`config.mk`:
```
export PLATFORM = sky130hd
export DESIGN_NAME = imm_extend_pipe
export DESIGN_NICKNAME = d
export VERILOG_FILES = /design/src/rtl/imm_extend_pipe.sv
export SDC_FILE = /design/constraint.sdc
export NUM_CORES = 1
export LEC_CHECK = 0
export CAP_MARGIN = 20
export CORE_AREA = 3 3 87 80
export CTS_CLUSTER_SIZE = 16
export DETAILED_ROUTE_END_ITERATION = 8
export DIE_AREA = 0 0 90 83
export PLACE_DENSITY = 0.83
export SLEW_MARGIN = 20
export SYNTH_ARGS = -nofsm -noshare
export SYNTH_HDL_FRONTEND = slang
export SYNTH_SLANG_ARGS = --single-unit
```
`constraint.sdc`:
```
create_clock -name clk -period 4.04 [get_ports clk]
set_input_delay 0.404 -clock clk [delete_from_list [all_inputs] [get_ports clk]]
set_output_delay 0.404 -clock clk [all_outputs]
set_load 0.005 [all_outputs]
```
`src/rtl/imm_extend_pipe.sv`:
```
// Buffered immediate extender: extends in_imm per in_sel at push time and queues {data, err} in a small FIFO.
// Optional macro IMM_EXT_BRANCH_EN enables the word-shifted branch-offset form for sel 6/7.
module imm_extend_pipe #(
  parameter int IN_W  = 16,
  parameter int OUT_W = 32,
  parameter int DEPTH = 2
) (
  input  logic                       clk,
  input  logic                       rst,
  input  logic                       in_valid,
  output logic                       in_ready,
  input  logic [3:0]                 in_sel,
  input  logic [IN_W-1:0]            in_imm,
  output logic                       out_valid,
  input  logic                       out_ready,
  output logic [OUT_W-1:0]           out_data,
  output logic                       out_err,
  output logic [$clog2(DEPTH):0]     count
);

  localparam int E  = OUT_W - IN_W;
  localparam int PW = $clog2(DEPTH);
  localparam int CW = PW + 1;
  localparam logic [CW-1:0] FULL_CNT = CW'(DEPTH);

  logic [OUT_W-1:0] r_mem_data [DEPTH];
  logic             r_mem_err  [DEPTH];
  logic [PW-1:0]    r_wr_ptr;
  logic [PW-1:0]    r_rd_ptr;
  logic [CW-1:0]    r_count;

  logic [OUT_W-1:0] w_zext;
  logic [OUT_W-1:0] w_sext;
  logic [OUT_W-1:0] w_ext;
  logic             w_err;
  logic             w_full;
  logic             w_empty;
  logic             w_push;
  logic             w_pop;

  assign w_zext = {{E{1'b0}}, in_imm};
  assign w_sext = {{E{in_imm[IN_W-1]}}, in_imm};

  always_comb begin
    w_ext = w_zext;
    w_err = 1'b0;
    case (in_sel)
      4'd0, 4'd1: w_ext = w_zext;
      4'd2, 4'd3: w_ext = w_sext;
      4'd4, 4'd5: w_ext = {in_imm, {E{1'b0}}};
`ifdef IMM_EXT_BRANCH_EN
      // shifting the sign-extended value keeps E-2 sign bits even when E == 2
      4'd6, 4'd7: w_ext = w_sext << 2;
`else
      4'd6, 4'd7: begin
        w_ext = w_zext;
        w_err = 1'b1;
      end
`endif
      default: begin
        w_ext = w_zext;
        w_err = 1'b1;
      end
    endcase
  end

  assign w_full  = (r_count == FULL_CNT);
  assign w_empty = (r_count == '0);
  assign w_push  = in_valid && !w_full;
  assign w_pop   = out_ready && !w_empty;

  always_ff @(posedge clk) begin
    if (rst) begin
      r_wr_ptr <= '0;
      r_rd_ptr <= '0;
      r_count  <= '0;
      for (int i = 0; i < DEPTH; i++) begin
        r_mem_data[i] <= '0;
        r_mem_err[i]  <= 1'b0;
      end
    end else begin
      if (w_push) begin
        r_mem_data[r_wr_ptr] <= w_ext;
        r_mem_err[r_wr_ptr]  <= w_err;
        r_wr_ptr             <= r_wr_ptr + PW'(1);
      end
      if (w_pop) begin
        r_rd_ptr <= r_rd_ptr + PW'(1);
      end
      case ({w_push, w_pop})
        2'b10:   r_count <= r_count + CW'(1);
        2'b01:   r_count <= r_count - CW'(1);
        default: r_count <= r_count;
      endcase
    end
  end

  assign in_ready  = !w_full;
  assign out_valid = !w_empty;
  assign out_data  = r_mem_data[r_rd_ptr];
  assign out_err   = r_mem_err[r_rd_ptr];
  assign count     = r_count;

endmodule

```
==> results of run 1 <==
-- logic make-up after synthesis --
logic type	count (synthesis)
xor+xnor	4
simple gates	98
fa+ha+maj	1
mux	33
flops	71
compound gates	21
buf+inv	17
-- sequential cells by signal, indices dropped and copies added (netlist names), named ones only --
signal / flops
r_wr_ptr: 1
r_mem_data: 64
count: 2
r_rd_ptr: 1
r_mem_err: 2
-- power breakdown --
group	switching [W]	internal [W]	total (W)
clock	0.000244	0.000257	0.000501
sequential	0.0000372	0.000917	0.000954
combinational	0.000293	0.000405	0.000697
-- layout make-up --
| cell class | instances | area, sq um | share of cell area [%] |
|---|---|---|---|
| Sequential cell | 71 | 2082 | 50.03 |
| Tap cell | 87 | 108.9 | 2.616 |
| Clock inverter | 1 | 5.005 | 0.1203 |
| Timing Repair Buffer | 64 | 628.1 | 15.09 |
| Multi-Input combinational cell | 157 | 1171 | 28.14 |
| Clock buffer | 15 | 166.4 | 3.999 |
-- per-layer routing --
layer	track usage (%)	part of all wire, %	vias up
met5	0	0	-
li1	-	-	977
met2	31.00	50	66
met1	24.16	44	1027
met3	3.442	5.1	6
met4	8.206	0.95	0
-- how the worst min path moves through the flow --
stage,to,depth (start not counted)
global placement,r_rd_ptr,2
floorplan,flip-flop,2
global route,r_rd_ptr,2
detailed placement,r_rd_ptr,2
finish,r_rd_ptr,2
CTS,r_rd_ptr,2
-- cell usage in the layout, fill, tap and decap left out --
master / instances
clkdlybuf4s50_1: 59
a21oi_1: 13
o21a_1: 1
or3_1: 1
edfxtp_1: 66
nor2_1: 39
mux2_2: 33
o21ai_0: 1
xor2_1: 2
clkinv_2: 1
dfxtp_1: 5
buf_4: 5
nand2b_1: 3
nand3b_1: 2
a21bo_2: 1
and4bb_2: 1
clkbuf_1: 4
nand4b_4: 1
or3b_1: 1
nor2_4: 2
clkbuf_8: 11
nor2_2: 28
ha_1: 1
a21oi_2: 5
nand2_4: 10
nand2_1: 7
nand4bb_4: 1
nor3b_4: 1
or2_2: 1
xnor2_1: 2
-- per-stage QoR --
stage	utilization, %	cell area, sq um	std cells
after floorplan	-	3395	245
after global placement	64.79	3984	379
after detailed placement	64.90	3990	379
after CTS	67.68	4161	395
after global routing	67.68	4161	395
final	67.68	4161	395
-- worst max-delay path: stages, from the launching register on --
cell and delay [ps]:
dfxtp_1 310, buf_4 390, mux2_2 400, clkdlybuf4s50_1 460
==> metrics.txt, run 1 <==
CTS root buf=clkbuf_8; Inserted Diodes=0; CP Launch Type=flip-flop; reg-to-reg endpoint=r_mem_data[1][6]; Die ar.=between 0.007 and 0.008 sq mm; CTS tree=done; main combinational cell family by area after synthesis=simple AND/OR/NAND/NOR gates; mapped cell area=~0.0034 sq mm; Final Hold Fails=0; Fmax=between 0.4 and 0.5 GHz; worst path required time=approximately 3600 ps; Async S/R FF share, synth=0%; worst hold slack=about 530 ps; WL final=6527 um; # clock sinks=71; Vias/cell=around 5.3; layout overhead on the synthesized area=22.59%; CTS Buffer Depth=2; share of layout cells above drive strength 1=between 30% and 40%; Place WS=between 1500 and 2000 ps; count of different cell masters after synthesis=31; pin count of the biggest net entering global routing=35; Final Total Pwr=approximately 0.0022 W; synth warn=0; worst-skew pair later-pin latency=around 340 ps; XOR/XNOR share of the synthesized area=1.032%; DR pass1 iterations=4; syn nets=270; Hold/Removal Path Class=reg2reg; number of global-route vias before repair=roughly 2100; post-synthesis mux area share=roughly 11%; MaxCap Viol Count=0; DRC violations left=0; Worst Max-Slew Pin Slew=815.2 ps; cts bufs inserted=9; Cells after Synth=about 250; vias=slightly above 2000; hold_buf cts=0; leak pwr=between 1 and 1.5 nW; fillers=roughly 480; PwrDens=between 500 and 600 mW/mm^2; die height=between 80 and 90 um; final period demand of the worst path=2304 ps; wire length of the first global-routing pass=10870 um; critical path type=reg2out; top cell type's share of synthesized area=between 50% and 60%; setup TNS=0 ps; crit end category=output port; IO Port Bufs=a little under 60; initial drt markers=158; Rel. slew slack=between 40% and 50%; register area share after synthesis=around 61%; antenna-violating nets left=0; simple-gate portion of the synthesized area=a little under a fifth; Final Skew=approximately 5.7 ps; Max IR drop VDD=a little over 0.0003 V; period utilization=57.03%; Synth Flop Type=edfxtp_1; Compound-Gate Fraction of Synth Area=3.870%; number of synthesized flops with an enable pin=66; Final Slew Violations=0; Clk pin slew, worst setup/hold paths=70 ps; crit-path max FO=33; Syn Area/Cell=between 10 and 15 sq um; CTS resizes=0; reg2reg start=count[0]; fin nets=around 330; WP data arrival=around 1900 ps; #FFs+latches synth=a little over 70; # setup viols final=0; # IOs=61; Die W=roughly 90 um; Post-DP HPWL=just over 4000 um; Post-CTS Setup Bufs=0; Rows=27; Routed wire per std cell=approximately 17 um; Hold Crit Start=r_rd_ptr; htree depth=3; GR Overflow Total=0; top cells by area, synth=edfxtp_1, mux2_2, nor2_2, nor2_1, nand2_4; gr usage total=18.72%; status=finished clean; reg2reg setup slack=1870 ps; most frequent cell after synthesis=edfxtp_1; initial core utilization=~55%; core area=between 0.006 and 0.007 sq mm; Placer Congestion=around 0.75; initial antenna violation count=0; Synth area leader=edfxtp_1; Post-Synth Adder-Cell Area=less than 1%; CP endpoint=out_data[14]; top cells by count, synth=edfxtp_1, nor2_1, mux2_2, nor2_2, a21oi_1; RSZ-0062 raised after global routing=false; R2R cell count=4; post-route setup slack=1736 ps
No activity file was read; power rests on OpenSTA's default activity.
==> inputs of run 2 (changes only) <==
--- a/config.mk
+++ b/config.mk
@@ -6,11 +6,11 @@
 export NUM_CORES = 1
 export LEC_CHECK = 0
 export CAP_MARGIN = 20
-export CORE_AREA = 3 3 87 80
+export CORE_AREA = 3 3 90 83
 export CTS_CLUSTER_SIZE = 16
 export DETAILED_ROUTE_END_ITERATION = 8
-export DIE_AREA = 0 0 90 83
-export PLACE_DENSITY = 0.83
+export DIE_AREA = 0 0 93 86
+export PLACE_DENSITY = 0.77
 export SLEW_MARGIN = 20
 export SYNTH_ARGS = -nofsm -noshare
 export SYNTH_HDL_FRONTEND = slang
==> constraint.sdc (replaced) <==
create_clock -name clk -period 2.4 [get_ports clk]
set_input_delay 0.24 -clock clk [delete_from_list [all_inputs] [get_ports clk]]
set_output_delay 0.24 -clock clk [all_outputs]
set_load 0.005 [all_outputs]
==> run 2 against run 1 <==
Effect of this change:
- flip-flop and latch count unchanged
- global-route usage down 0.83 points
- cell count up 1.8%
- largest cell class unchanged
- setup slack worse by 1300 ps
==> metrics.txt, run 2 (synthesis gave the netlist of run 1 again) <==
die height=approximately 86 um; GR Overflow Total=0; # setup viols final=0; most frequent cells in the layout=edfxtp_1, clkdlybuf4s50_1, nor2_1; Rel. slew slack=between 70 and 80%; CTS Buffer Depth=2; initial antenna violation count=0; reg2reg start=count[0]; Die ar.=about 0.008 sq mm; IO Port Bufs=59; final period demand of the worst path=2009 ps; pin count of the biggest net entering global routing=34; initial drt markers=between 100 and 150; CTS resizes=0; vias=between 2000 and 2500; max reg flops=64; Final Hold Fails=0; Die W=a little over 90 um; fin nets=roughly 330; DRC violations left=0; htree depth=3; Rows=28; setup TNS=0 ps; register bank with the most flops=r_mem_data; Post-CTS Setup Bufs=0; hold_buf cts=0; worst-skew pair later-pin latency=around 340 ps; Clk pin slew, worst setup/hold paths=approximately 70 ps; Final Total Pwr=0.003950 W; share of layout cells above drive strength 1=between 30% and 40%; worst path required time=2160 ps; # IOs=between 60 and 70; Final Skew=roughly 4.9 ps; WL final=6685 um; Fmax=approximately 0.5 GHz; cts bufs inserted=9; MaxCap Viol Count=0; Critical-path top delay cell=clkdlybuf4s50_1; Routed wire per std cell=roughly 17 um; period utilization=83.71%; RSZ-0062 raised after global routing=false; Vias/cell=5.065; Placer Congestion=roughly 0.76; Hold Crit Start=r_rd_ptr; DR pass1 iterations=4; CTS root buf=clkbuf_8; Layout Cells excl Fill=approximately 400; placed cells=around 390; Inserted Diodes=0; number of global-route vias before repair=~2200; wire length of the first global-routing pass=10780 um; Bufs and invs on worst path=2; initial core utilization=roughly 50%; antenna-violating nets left=0; core area=between 0.006 and 0.007 sq mm; status=finished clean; Post-DP HPWL=approximately 4300 um; # clock sinks=between 70 and 80; Max IR drop VDD=roughly 0.00064 V; fillers=roughly 500; leak pwr=between 1.5 and 2 nW; CP Launch Type=flip-flop; crit end category=output port; largest stage delay on the critical path=between 400 and 500 ps; most common cell after layout, fill and taps aside=edfxtp_1; WP data arrival=around 1800 ps; critical path type=reg2out; family with the most delay on the worst path=buffers and inverters; layout overhead on the synthesized area=26.76%; crit path cell chain=buf_12 -> mux2_2 -> clkdlybuf4s50_1; gr usage total=between 10% and 20%; Hold/Removal Path Class=reg2reg; PwrDens=between 900 and 1000 mW/mm^2; Worst Max-Slew Pin Slew=approximately 430 ps; CTS tree=done; Final Slew Violations=0; crit-path max FO=33
run 2: cell count changes in the layout (fill, tap and decap cells not counted), sizes merged:
| cell | delta |
|---|---|
| buf | +4 |
| clkinv | +3 |
| bufinv | +3 |
| clkbuf | -6 |
run 2: layout make-up:
cell class	instances	area, sq um	area share, %
tap	90	112.6	2.617
multi-input combinational	157	1165	27.07
clock inverter	7	111.4	2.588
clock buffer	9	123.9	2.879
timing repair buffer	68	708.2	16.46
sequential	71	2082	48.39
run 2: layer usage:
metal  GRT usage (%)  vias to the layer above  part of all wire, %
met5               0                        -                    0
met4           5.593                        0                 0.90
met3           5.088                        6                  4.5
met2           29.56                       45                   50
met1           22.96                     1005                   44
li1                -                      980                    -
run 2: stage by stage:
stage	utilization [%]	hold slack [ps]	setup slack [ps]	area [sq um]
after floorplan	-	425.0	404.0	3395
after global placement	61.76	498.9	431.0	4068
after detailed placement	61.76	515.8	402.9	4068
after CTS	65.33	533.2	364.7	4303
after global routing	65.33	551.1	319.2	4303
final	65.33	524.8	390.9	4303
run 2: worst paths after layout:
path | slack (ps) | end | cells after the start
worst max-delay path | 390 | out_data[21] | 3
worst min-delay path | 520 | flip-flop | 2
worst max register to register | 590 | count[1] | 5
worst min register to register | 520 | flip-flop | 2
run 2: report_power, final:
group / total (W) / internal (W) / leakage (nW) / switching, W
Combinational: 0.00122 / 0.000719 / 0.701 / 0.000503
Clock: 0.00112 / 0.000683 / 0.118 / 0.000436
Sequential: 0.00161 / 0.00154 / 0.742 / 0.0000658
Total: 0.00395 / 0.00294 / 1.56 / 0.00101
run 2: worst register-to-register path, stage by stage (launching register included):
cell and delay [ps]:
dfxtp_1 430, nand2b_1 360, nand2_1 100, ha_1 340
or3_1 360, a21oi_1 140
